`src/rtl/systolic_cmd_sched.sv`:
```
// Command scheduler for the systolic memory controller.
// Jobs are queued, launched one at a time with a calc_init pulse, and retired
// when the controller's current_state goes back to IDLE or the start times out.
//
// Command handshake: a command transfers on a rising edge where cmd_valid and
// cmd_ready are both high; cmd_ready depends only on queue fullness, never on
// cmd_valid, and a transferred illegal command is dropped rather than queued.
module systolic_cmd_sched #(
  parameter int FIFO_DEPTH    = 4,
  parameter int TAG_W         = 4,
  parameter int START_TIMEOUT = 8
) (
  input  logic                          clk,
  input  logic                          rst,
  input  logic                          cmd_valid,
  output logic                          cmd_ready,
  input  logic [2:0]                    cmd_mode,
  input  logic [31:0]                   cmd_left,
  input  logic [31:0]                   cmd_right,
  input  logic [31:0]                   cmd_addsrc,
  input  logic [31:0]                   cmd_save,
  input  logic [10:0]                   cmd_size,
  input  logic [TAG_W-1:0]              cmd_tag,
  input  logic [3:0]                    engine_state,
  output logic                          calc_init,
  output logic [2:0]                    mem_mode,
  output logic [31:0]                   base_left,
  output logic [31:0]                   base_right,
  output logic [31:0]                   base_addsrc,
  output logic [31:0]                   base_save,
  output logic [10:0]                   matrix_size,
  output logic                          done_valid,
  output logic [TAG_W-1:0]              done_tag,
  output logic                          done_err,
  output logic                          busy,
  output logic [$clog2(FIFO_DEPTH):0]   queue_level,
  output logic                          err_bad_cmd,
  output logic                          err_start_timeout,
  input  logic                          err_clr
);

  localparam int AW = $clog2(FIFO_DEPTH);
  localparam int LW = AW + 1;
  localparam int CW = (START_TIMEOUT > 1) ? $clog2(START_TIMEOUT) : 1;

  typedef enum logic [2:0] {
    S_IDLE, S_LAUNCH, S_WAIT_START, S_WAIT_DONE, S_DONE
  } state_t;

  // Queue storage (no reset needed: only entries below queue_level are read)
  logic [2:0]       mode_mem   [FIFO_DEPTH];
  logic [31:0]      left_mem   [FIFO_DEPTH];
  logic [31:0]      right_mem  [FIFO_DEPTH];
  logic [31:0]      addsrc_mem [FIFO_DEPTH];
  logic [31:0]      save_mem   [FIFO_DEPTH];
  logic [10:0]      size_mem   [FIFO_DEPTH];
  logic [TAG_W-1:0] tag_mem    [FIFO_DEPTH];

  state_t           state_q, state_d;
  logic [AW-1:0]    wr_ptr_q, wr_ptr_d, rd_ptr_q, rd_ptr_d;
  logic [LW-1:0]    count_q, count_d;
  logic             avail_q, avail_d;
  logic [CW-1:0]    cnt_q, cnt_d;
  logic             calc_init_q, calc_init_d;
  logic [2:0]       mem_mode_q, mem_mode_d;
  logic [31:0]      left_q, left_d, right_q, right_d;
  logic [31:0]      addsrc_q, addsrc_d, save_q, save_d;
  logic [10:0]      size_q, size_d;
  logic             done_valid_q, done_valid_d, done_err_q, done_err_d;
  logic [TAG_W-1:0] done_tag_q, done_tag_d;
  logic             busy_q, busy_d;
  logic             bad_q, bad_d, tmo_q, tmo_d;

  logic full, cmd_fire, cmd_legal, push, pop, timeout_evt;

  assign full      = (count_q == LW'(FIFO_DEPTH));
  assign cmd_ready = !full && !rst;
  assign cmd_fire  = cmd_valid && cmd_ready;
  assign cmd_legal = ((cmd_mode == 3'd1) || (cmd_mode == 3'd2)) && (cmd_size != 11'd0) &&
                     (cmd_left[2:0] == 3'd0) && (cmd_right[2:0] == 3'd0) &&
                     (cmd_addsrc[2:0] == 3'd0) && (cmd_save[2:0] == 3'd0);
  assign push      = cmd_fire && cmd_legal;
  assign pop       = (state_q == S_DONE);

  // Queue pointers, occupancy and sticky error flags
  always_comb begin
    wr_ptr_d = push ? wr_ptr_q + AW'(1) : wr_ptr_q;
    rd_ptr_d = pop  ? rd_ptr_q + AW'(1) : rd_ptr_q;
    count_d  = count_q;
    if (push && !pop)      count_d = count_q + LW'(1);
    else if (!push && pop) count_d = count_q - LW'(1);
    // A freshly written entry becomes eligible for launch one cycle after its write
    avail_d  = (count_q != '0);
    bad_d    = (cmd_fire && !cmd_legal) ? 1'b1 : (err_clr ? 1'b0 : bad_q);
    tmo_d    = timeout_evt ? 1'b1 : (err_clr ? 1'b0 : tmo_q);
  end

  // Launch/track FSM next state and registered outputs
  always_comb begin
    state_d      = state_q;
    cnt_d        = cnt_q;
    calc_init_d  = 1'b0;
    done_valid_d = 1'b0;
    done_err_d   = 1'b0;
    done_tag_d   = done_tag_q;
    mem_mode_d   = mem_mode_q;
    left_d       = left_q;
    right_d      = right_q;
    addsrc_d     = addsrc_q;
    save_d       = save_q;
    size_d       = size_q;
    timeout_evt  = 1'b0;
    case (state_q)
      S_IDLE: begin
        if ((count_q != '0) && avail_q) begin
          state_d     = S_LAUNCH;
          calc_init_d = 1'b1;
          mem_mode_d  = mode_mem[rd_ptr_q];
          left_d      = left_mem[rd_ptr_q];
          right_d     = right_mem[rd_ptr_q];
          addsrc_d    = addsrc_mem[rd_ptr_q];
          save_d      = save_mem[rd_ptr_q];
          size_d      = size_mem[rd_ptr_q];
        end
      end
      S_LAUNCH: begin
        state_d = S_WAIT_START;
        cnt_d   = '0;
      end
      S_WAIT_START: begin
        if (engine_state != 4'd0) begin
          state_d = S_WAIT_DONE;
        end else if (cnt_q == CW'(START_TIMEOUT - 1)) begin
          state_d      = S_DONE;
          done_valid_d = 1'b1;
          done_err_d   = 1'b1;
          done_tag_d   = tag_mem[rd_ptr_q];
          timeout_evt  = 1'b1;
        end else begin
          cnt_d = cnt_q + CW'(1);
        end
      end
      S_WAIT_DONE: begin
        if (engine_state == 4'd0) begin
          state_d      = S_DONE;
          done_valid_d = 1'b1;
          done_tag_d   = tag_mem[rd_ptr_q];
        end
      end
      S_DONE:  state_d = S_IDLE;
      default: state_d = S_IDLE;
    endcase
    busy_d = (state_d != S_IDLE);
  end

  // Queue write port
  always_ff @(posedge clk) begin
    if (push) begin
      mode_mem[wr_ptr_q]   <= cmd_mode;
      left_mem[wr_ptr_q]   <= cmd_left;
      right_mem[wr_ptr_q]  <= cmd_right;
      addsrc_mem[wr_ptr_q] <= cmd_addsrc;
      save_mem[wr_ptr_q]   <= cmd_save;
      size_mem[wr_ptr_q]   <= cmd_size;
      tag_mem[wr_ptr_q]    <= cmd_tag;
    end
  end

  // State, queue control and output registers
  always_ff @(posedge clk or posedge rst) begin
    if (rst) begin
      state_q      <= S_IDLE;
      wr_ptr_q     <= '0;
      rd_ptr_q     <= '0;
      count_q      <= '0;
      avail_q      <= 1'b0;
      cnt_q        <= '0;
      calc_init_q  <= 1'b0;
      mem_mode_q   <= '0;
      left_q       <= '0;
      right_q      <= '0;
      addsrc_q     <= '0;
      save_q       <= '0;
      size_q       <= '0;
      done_valid_q <= 1'b0;
      done_err_q   <= 1'b0;
      done_tag_q   <= '0;
      busy_q       <= 1'b0;
      bad_q        <= 1'b0;
      tmo_q        <= 1'b0;
    end else begin
      state_q      <= state_d;
      wr_ptr_q     <= wr_ptr_d;
      rd_ptr_q     <= rd_ptr_d;
      count_q      <= count_d;
      avail_q      <= avail_d;
      cnt_q        <= cnt_d;
      calc_init_q  <= calc_init_d;
      mem_mode_q   <= mem_mode_d;
      left_q       <= left_d;
      right_q      <= right_d;
      addsrc_q     <= addsrc_d;
      save_q       <= save_d;
      size_q       <= size_d;
      done_valid_q <= done_valid_d;
      done_err_q   <= done_err_d;
      done_tag_q   <= done_tag_d;
      busy_q       <= busy_d;
      bad_q        <= bad_d;
      tmo_q        <= tmo_d;
    end
  end

  assign calc_init         = calc_init_q;
  assign mem_mode          = mem_mode_q;
  assign base_left         = left_q;
  assign base_right        = right_q;
  assign base_addsrc       = addsrc_q;
  assign base_save         = save_q;
  assign matrix_size       = size_q;
  assign done_valid        = done_valid_q;
  assign done_tag          = done_tag_q;
  assign done_err          = done_err_q;
  assign busy              = busy_q;
  assign queue_level       = count_q;
  assign err_bad_cmd       = bad_q;
  assign err_start_timeout = tmo_q;

endmodule

```
`config.mk`:
```
export PLATFORM = sky130hd
export DESIGN_NAME = systolic_cmd_sched
export DESIGN_NICKNAME = d
export VERILOG_FILES = /design/src/rtl/systolic_cmd_sched.sv
export SDC_FILE = /design/constraint.sdc
export NUM_CORES = 1
export LEC_CHECK = 0
export ABC_AREA = 0
export CAP_MARGIN = 5
export CELL_PAD_IN_SITES_DETAIL_PLACEMENT = 1
export CELL_PAD_IN_SITES_GLOBAL_PLACEMENT = 1
export CORE_UTILIZATION = 49
export DETAILED_ROUTE_END_ITERATION = 6
export MAX_ROUTING_LAYER = met4
export PLACE_DENSITY_LB_ADDON = 0.1
export SLEW_MARGIN = 20
export SYNTH_ARGS = -nofsm -noshare
export SYNTH_HDL_FRONTEND = slang
export SYNTH_SLANG_ARGS = --single-unit
```
`constraint.sdc`:
```
create_clock -name clk -period 7.84 [get_ports clk]
set_clock_uncertainty 0.15 [all_clocks]
set_input_delay 1.568 -clock clk [delete_from_list [all_inputs] [get_ports clk]]
set_output_delay 1.568 -clock clk [all_outputs]
set_load 0.05 [all_outputs]
```
* After elaboration in Yosys (flattened, before gate mapping)
Memories as Yosys holds them, arrays and structs flattened. A register that Yosys moved wholly into a read port is not among the register bits.
Cells that the tools add are included.
W data, S select, Z words.
** Operators by class
- Reduce and logical (&&, ||, !) cells :: 36
- Multiplexer cells :: 26
- Add/subtract/negate cells :: 5
- Eq/ne operators :: 12
** Operator list (count)
- $mux W3 :: 8
- $logic_not A3 Y1 :: 5
- $logic_and A1 B1 Y1 :: 12
- $mux W4 :: 3
- $pmux W3 S4 :: 1
- $mux W1 :: 11
- $reduce_bool A11 Y1 :: 1
- $reduce_bool A2 Y1 :: 5
- $eq A3 B2 Y1 const B :: 3
- $eq A3 B3 Y1 const B :: 3
- $ne A2 B2 Y1 const B :: 4
- $pmux W4 S2 :: 1
- $add A3 B1 Y3 const B :: 2
- $eq A3 B1 Y1 const B :: 2
- $pmux W3 S2 :: 1
- $reduce_bool A3 Y1 :: 2
- $logic_not A1 Y1 :: 5
- $add A2 B1 Y2 const B :: 2
- $logic_not A4 Y1 :: 1
- $reduce_and A4 Y1 :: 1
- $reduce_bool A4 Y1 :: 1
- $reduce_and A3 Y1 :: 1
- $sub A3 B1 Y3 const B :: 1
- $pmux W1 S2 :: 1
- other kinds (2) :: 2
** Storage, ports and cells
- Memories kept :: 7
- Output and inout port bits :: 156
- Bits of input ports :: 154
- Logic and storage cells :: 99
- Flip-flop bits (word level) :: 24
- Memory bits (writable) :: 584
** Memories
- addsrc_mem :: depth 4, width 32, read ports 1, clocked after Yosys merged registers in 1, write ports 1, line 54 : logic [31:0] addsrc_mem [FIFO_DEPTH];
- left_mem :: depth 4, width 32, read ports 1, clocked after Yosys merged registers in 1, write ports 1, line 52 : logic [31:0] left_mem [FIFO_DEPTH];
- right_mem :: depth 4, width 32, read ports 1, clocked after Yosys merged registers in 1, write ports 1, line 53 : logic [31:0] right_mem [FIFO_DEPTH];
- save_mem :: depth 4, width 32, read ports 1, clocked after Yosys merged registers in 1, write ports 1, line 55 : logic [31:0] save_mem [FIFO_DEPTH];
- size_mem :: depth 4, width 11, read ports 1, clocked after Yosys merged registers in 1, write ports 1, line 56 : logic [10:0] size_mem [FIFO_DEPTH];
- tag_mem :: depth 4, width 4, read ports 1, clocked after Yosys merged registers in 0, write ports 1, line 57 : logic [TAG_W-1:0] tag_mem [FIFO_DEPTH];
- 1 more memories

* Longest topological paths before layout
Gate-level depths: netlist (run 1).
- Depth after elaboration :: 12
- Depth in mapped cells :: 9
- Mapped depth without buffers :: 9

* Worst setup path after synthesis (run 1)
OpenSTA, ideal clock, no wires.
- Kind :: input -> register
- Start :: in cmd_mode[2]
- End :: mem addsrc_mem[0][0], enable pin
- Stages :: 4
- Path buffers :: 0
- Library setup time :: 0.523 ns
- Data required time :: 7.167 ns
- Slack :: 1.419 ns
- Data arrival time :: 5.748 ns
- Cell sequence :: nor4_1 > nand2_1 > nor4_4 > and2_1
** On the way
- Longest elaborated chain between the ends :: 10
- Elaborated cells between the ends (all ways) :: 11
- Those cells by class :: eq/ne: 2; mux: 2; reduce/logical: 7
** RTL lines
- start, declared :: line 17 : input logic [2:0] cmd_mode,
- $eq A3 B1 Y1 / $eq A3 B2 Y1 (equally long branches) :: line 79 : assign cmd_legal = ((cmd_mode == 3'd1) || (cmd_mode == 3'd2)) && (cmd_size != 11'd0) &&
- $logic_or A1 B1 Y1 * :: line 79
- $logic_and A1 B1 Y1 * (2 in a row) :: line 79
- $logic_and A1 B1 Y1 * (2 in a row) :: line 80 : (cmd_left[2:0] == 3'd0) && (cmd_right[2:0] == 3'd0) &&
- $logic_and A1 B1 Y1 * :: line 81 : (cmd_addsrc[2:0] == 3'd0) && (cmd_save[2:0] == 3'd0);
- $logic_and A1 B1 Y1 * :: line 82 : assign push = cmd_fire && cmd_legal;
- net push :: line 74 : logic full, cmd_fire, cmd_legal, push, pop, timeout_evt;
- $mux W1 * :: line 158 : if (push) begin
- $mux W1 (not written as such) * :: line 162 : addsrc_mem[wr_ptr_q] <= cmd_addsrc;
- end, declared :: line 54
Mark *: on every way through the listed nets, which the timed path passes. The rest lies on a longest branch.

* Worst setup path after layout (run 1)
- Start :: in cmd_left[0]
- End :: mem size_mem[1][1], enable pin
** On the way
- Longest elaborated chain between the ends :: 8
** RTL lines
- start, declared :: line 18 : input logic [31:0] cmd_left,
- $logic_not A3 Y1 :: line 80
- $logic_and A1 B1 Y1 :: line 79
- $logic_and A1 B1 Y1 (2 in a row) :: line 80
- $logic_and A1 B1 Y1 :: line 81
- $logic_and A1 B1 Y1 :: line 82
- net push :: line 74
- $mux W1 :: line 158
- $mux W1 (not written as such) :: line 164 : size_mem[wr_ptr_q] <= cmd_size;
- end, declared :: line 56
The timed path passes the listed nets, and every way through them passes these cells.

==> qor.yml, run 1 <==
status: "finished clean"
synth-seq-cells: 750
hp-start: "err_start_timeout$_DFFE_PP0P_"
busiest_layer: "met2"
numClockSinks: 750
grt_pass1_vias: 14000
seq_area_frac_synth_pct: 78.6
grt_usage_pct: 22.4
die_y_um: 239
slew_violations: 0
crit_start: "cmd_left[0]"
worst_slew_pin_slew_ns: 1.08
clockBufferDepth: 3
clock_latency_ns: 0.61
cp.arrival_ns: 5.08
coreArea_mm2: 0.0554
wl_um: 60400
cts_hold_buf: 0
grt_pass1_wl_um: 90400
critPathCaptureType: "flop"
max_stage_delay_ns: 0.80
required_ns: 7.93
min_period_over_period_pct: 63.7
drtAntennaViolNets: 0
use_met1_pct: 29.8
via_per_inst: 5.46
slowest_stage: "and2_4"
drive_above_1_share_pct: 27.7
postCtsSetupRepairBufs: 0
postSynth.asyncResetShare_pct: 22.1
reg2reg_from: "queue_level[0]$_DFFE_PP0P_"
maxCapViolations: 0
clockRootBuffer: "clkbuf_16"
slew_headroom_pct: 27.8
synth.distinct_cells: 36
grt_overflow: 0
synth_top_area_share_pct: 63.5
setup_viol: 0
start_util_pct: 49.8
hp-class: "reg -> reg"
path_cells: "clkdlybuf4s50_1, nor4_1, nand3_1, nor4_4, and2_4, buf_4"
die_area_mm2: 0.0573
htreeDepth: 3
rsz0062_at_grt: "no"
yosys_warnings: 0
worstPathMaxFanout: 55
syn_nets: 1326
clk_pin_slew_ns: 0.06
powerDensity_mw_per_mm2: 354
dp_slack_ns: 2.24
drt_iter0_drc: 745
yosysMostFrequentCell: "edfxtp_1"
use_met2_pct: 34.4
final_hold_viol_count: 0
critPathLaunchType: "input pin"
synth_area_leaders: "edfxtp_1 (64%), dfrtp_1 (15%), mux4_2 (12%), mux2_2 (4.0%), mux2_4 (2.7%)"
cts_resized: 0
antenna_found_initial: 14
grt_util_met3_pct: 4.98
finalCriticalPeriod_ns: 4.99
ys.flop_type: "edfxtp_1"
fmax_mhz: 200
cts_tree: "built"
num_vias: 12800
crit_type: "in -> reg"
ios: 310
io_buffer_count: 309
routedWlPerCell_um: 25.8
tns_ns: 0
grt_max_degree: 147
syn_area_mm2: 0.0276
p_leak_uw: 0.0114
hold_depth: 1
synthCells: 1164
dr.pass1.iters: 5
num_rows: 86
dieWidth_um: 239
fin_nets: 1679
final_core_util_pct: 61.6
ir_worst_vdd_v: 0.000236
final_critical_path_setup_slack_ns: 2.85
syn_avg_cell_area_um2: 23.7
worst-r2r-cell-count: 5
dp_hpwl_um: 35800
gp_congestion: 0.731
synth_area_leader_cell: "edfxtp_1"
drc: 0
synth.top_cells.by_count: "edfxtp_1 (584), dfrtp_1 (166), mux4_2 (146)"
synth_edf_count: 584
syn_to_final_growth_pct: 23.7
cts_buffers: 76
metrics by stage:
step	total power, µW	instances	instance area (µm²)	hold WS, ns
after global routing	12500	2340	34200	0.354
after CTS	12200	2327	34100	0.342
after detailed placement	8550	2187	31600	0.318
after global placement	8500	2187	31600	0.321
final	12100	2340	34200	0.339
after floorplan	7300	1164	27600	0.328
cells in the final DEF, fill, tap and decap left out, types with 6 or more instances in the layout:
cell type	count
dfrtp_1	164
clkinv_2	11
edfxtp_1	584
diode_2	13
clkinv_1	7
mux4_2	146
mux2_4	50
ha_1	7
clkbuf_1	16
bufinv_16	7
mux2_2	99
nor2_1	6
buf_4	9
inv_1	7
clkdlybuf4s50_1	309
clkbuf_16	78
clkbuf_8	12
state kept, by name, summed over array words and instances, names as in the netlist, 2 cells and up:
name / cells
addsrc_mem: 128
left_mem: 128
right_mem: 128
save_mem: 128
size_mem: 44
base_addsrc: 32
base_left: 32
base_right: 32
base_save: 32
tag_mem: 16
mode_mem: 12
matrix_size: 11
done_tag: 4
cnt_q: 3
mem_mode: 3
queue_level: 3
state_q: 3
rd_ptr_q: 2
wr_ptr_q: 2
power by group:
group	leakage [µW]	internal, µW	switching, µW
combinational	0.00297	1370	2050
sequential	0.00722	4700	317
clock	0.00125	2180	1480
critical path: cells and delay by family:
kind          cells  cell delay (ns)
simple gates      4             2.33
buf+inv           2             1.14
layout make-up:
class	count	area (µm²)
diodes	13	32.5
clock buffers	106	2180
clock inverters	34	375
fillers	4551	21300
inverters	8	37.5
multi-input cells	357	5630
flip-flops and latches	750	21700
well taps	748	936
repair buffers	324	3260
worst paths after layout:
check                                           endpoint  slack (ns)
max in group asynchronous        rd_ptr_q[0]$_DFFE_PP0P_        4.53
max                             size_mem[1][1]$_DFFE_PP_        2.85
min                        err_start_timeout$_DFFE_PP0P_        0.34
max reg2reg                     size_mem[1][1]$_DFFE_PP_        4.22
min in group asynchronous     base_right[10]$_DFFE_PP0P_        1.46
min reg2reg                err_start_timeout$_DFFE_PP0P_        0.34
metal layers:
metal / vias to the layer above / share of wire, %
li1: 5499 / -
met3: 82 / 6.0
met4: 0 / 2.5
met2: 346 / 49
met1: 6843 / 42
met5: - / 0
cell families (layout without fill, tap and decap cells):
kind of cell	count (synthesis)	in the layout	synth area share [%]
flops	750	750	78.6
mux	297	297	18.7
buf+inv	57	472	1.09
simple gates	37	37	0.816
fa+ha+maj	8	8	0.390
compound gates	8	8	0.190
xor+xnor	7	7	0.222
other cells	0	13	0
No activity file was read; power rests on OpenSTA's default activity.
==> inputs of run 2 (changes only) <==
Clock period 7.84 ns to 4.9 ns, I/O delays scaled along.
==> run 2 against run 1 <==
  * Final cell count rose by 0.64%
  * Non-clock buffer count rose by 23
  * Design area rose by 1.0%
  * Worst hold slack improved by 0.016 ns
  * Setup slack got worse by 1.7 ns
  * Clock power rose by 59%
  * Largest cell class unchanged
  * Flip-flop and latch count did not move
  * Register-to-register slack got worse by 2.3 ns
  * Sequential share of layout area fell by 0.65 points
==> qor.yml, run 2 (synthesis results as in run 1) <==
numClockSinks: 750
drive_above_1_share_pct: 28.4
grt_usage_pct: 22.9
drt_iter0_drc: 815
worst_slew_pin_slew_ns: 0.858
tns_ns: 0
fmax_mhz: 264
path_cells: "clkdlybuf4s50_1, nor4_1, nand3_1, nor4_4, and2_4, buf_4"
rsz0062_at_grt: "no"
powerDensity_mw_per_mm2: 560
coreArea_mm2: 0.0554
drtAntennaViolNets: 0
ios: 310
clock_latency_ns: 0.60
cp.depth: 6
ir_worst_vdd_v: 0.000383
io_buffer_count: 309
slowest_stage: "nor4_1"
required_ns: 5.05
final_common_cell: "edfxtp_1"
mostFrequentLayoutCells: "edfxtp_1 (584), clkdlybuf4s50_1 (309), dfrtp_1 (164), mux4_2 (146), mux2_2 (99)"
worstPathMaxFanout: 26
dp_hpwl_um: 38500
routedWlPerCell_um: 26.0
grt_pass1_vias: 14200
start_util_pct: 49.8
maxCapViolations: 0
dieWidth_um: 239
wl_um: 61300
cts_tree: "built"
clockBufferDepth: 3
status: "finished clean"
hp-class: "reg -> reg"
setup_viol: 0
gp_congestion: 0.742
grt_max_degree: 115
min_period_over_period_pct: 77.3
clockRootBuffer: "clkbuf_16"
dr.pass1.iters: 5
cp.buffers_inverters: 2
critPathCaptureType: "flop"
hold_depth: 1
finalCriticalPeriod_ns: 3.79
num_vias: 12800
path_delay_family: "simple AND/OR/NAND/NOR gates"
die_y_um: 239
via_per_inst: 5.46
cp.arrival_ns: 3.93
crit_type: "in -> reg"
whs_ns: 0.355
slew_violations: 0
clk_pin_slew_ns: 0.06
slew_headroom_pct: 42.8
htreeDepth: 3
final_core_util_pct: 62.3
routed.top_layer: "met4"
p_leak_uw: 0.0116
grt_pass1_wl_um: 92200
antenna_found_initial: 4
worst-r2r-cell-count: 5
max_stage_delay_ns: 0.71
num_rows: 86
die_area_mm2: 0.0573
postCtsSetupRepairBufs: 0
critPathLaunchType: "input pin"
final_hold_viol_count: 0
drc: 0
wl_met1_um: 26100
cts_buffers: 77
cts_resized: 0
cts_hold_buf: 0
syn_to_final_growth_pct: 25.0
routed-wl-met2_um: 30800
fin_nets: 1703
dr_wl_met3_um: 3020
grt_overflow: 0
## run 2: cell count changes in the layout (fill, tap and decap cells not counted), sizes merged
cell	delta
clkinvlp	+3
clkbuf	+6
clkinv	-2
inv	-5
buf	+23
bufinv	-1
diode	-9
## run 2: final timing paths
| kind | from | endpoint | slack [ns] |
|---|---|---|---|
| hold reg to reg | base_left[3]$_DFFE_PP0P_ | base_left[3]$_DFFE_PP0P_ | 0.35 |
| max in group asynchronous | rst | base_left[15]$_DFFE_PP0P_ | 3.10 |
| setup / recovery | cmd_left[0] | save_mem[1][23]$_DFFE_PP_ | 1.11 |
| setup reg to reg | queue_level[0]$_DFFE_PP0P_ | save_mem[1][23]$_DFFE_PP_ | 1.88 |
| hold / removal | base_left[3]$_DFFE_PP0P_ | base_left[3]$_DFFE_PP0P_ | 0.35 |
| min in group asynchronous | rst | err_start_timeout$_DFFE_PP0P_ | 0.84 |
## run 2: where the power goes
| group | switching, µW | internal, µW | total, µW |
|---|---|---|---|
| clock | 2370 | 3460 | 5830 |
| combinational | 3290 | 2200 | 5490 |
| sequential | 502 | 7520 | 8020 |
## run 2: final cells by class
class / count / area (µm²)
tap: 748 / 936
inverter: 8 / 33.8
multi-input combinational: 357 / 5630
antenna: 4 / 10.0
clock buffer: 112 / 2210
sequential: 750 / 21700
timing repair buffer: 347 / 3670
fill: 4566 / 20900
clock inverter: 29 / 314
## run 2: per-layer routing
layer	GRT usage, %	vias to the layer above
met5	-	-
met4	6.00	0
met3	4.54	88
met2	36.4	334
met1	30.4	6893
li1	-	5532
## run 2: stage by stage
stage               setup WS [ns]  power (µW)  instances  cell area, µm²
floorplan                   0.678       11700       1164           27600
global placement            0.507       13600       2210           32000
detailed placement          0.478       13700       2210           32000
CTS                          1.15       19600       2351           34500
global route                0.931       20000       2355           34500
finish                       1.11       19300       2355           34500
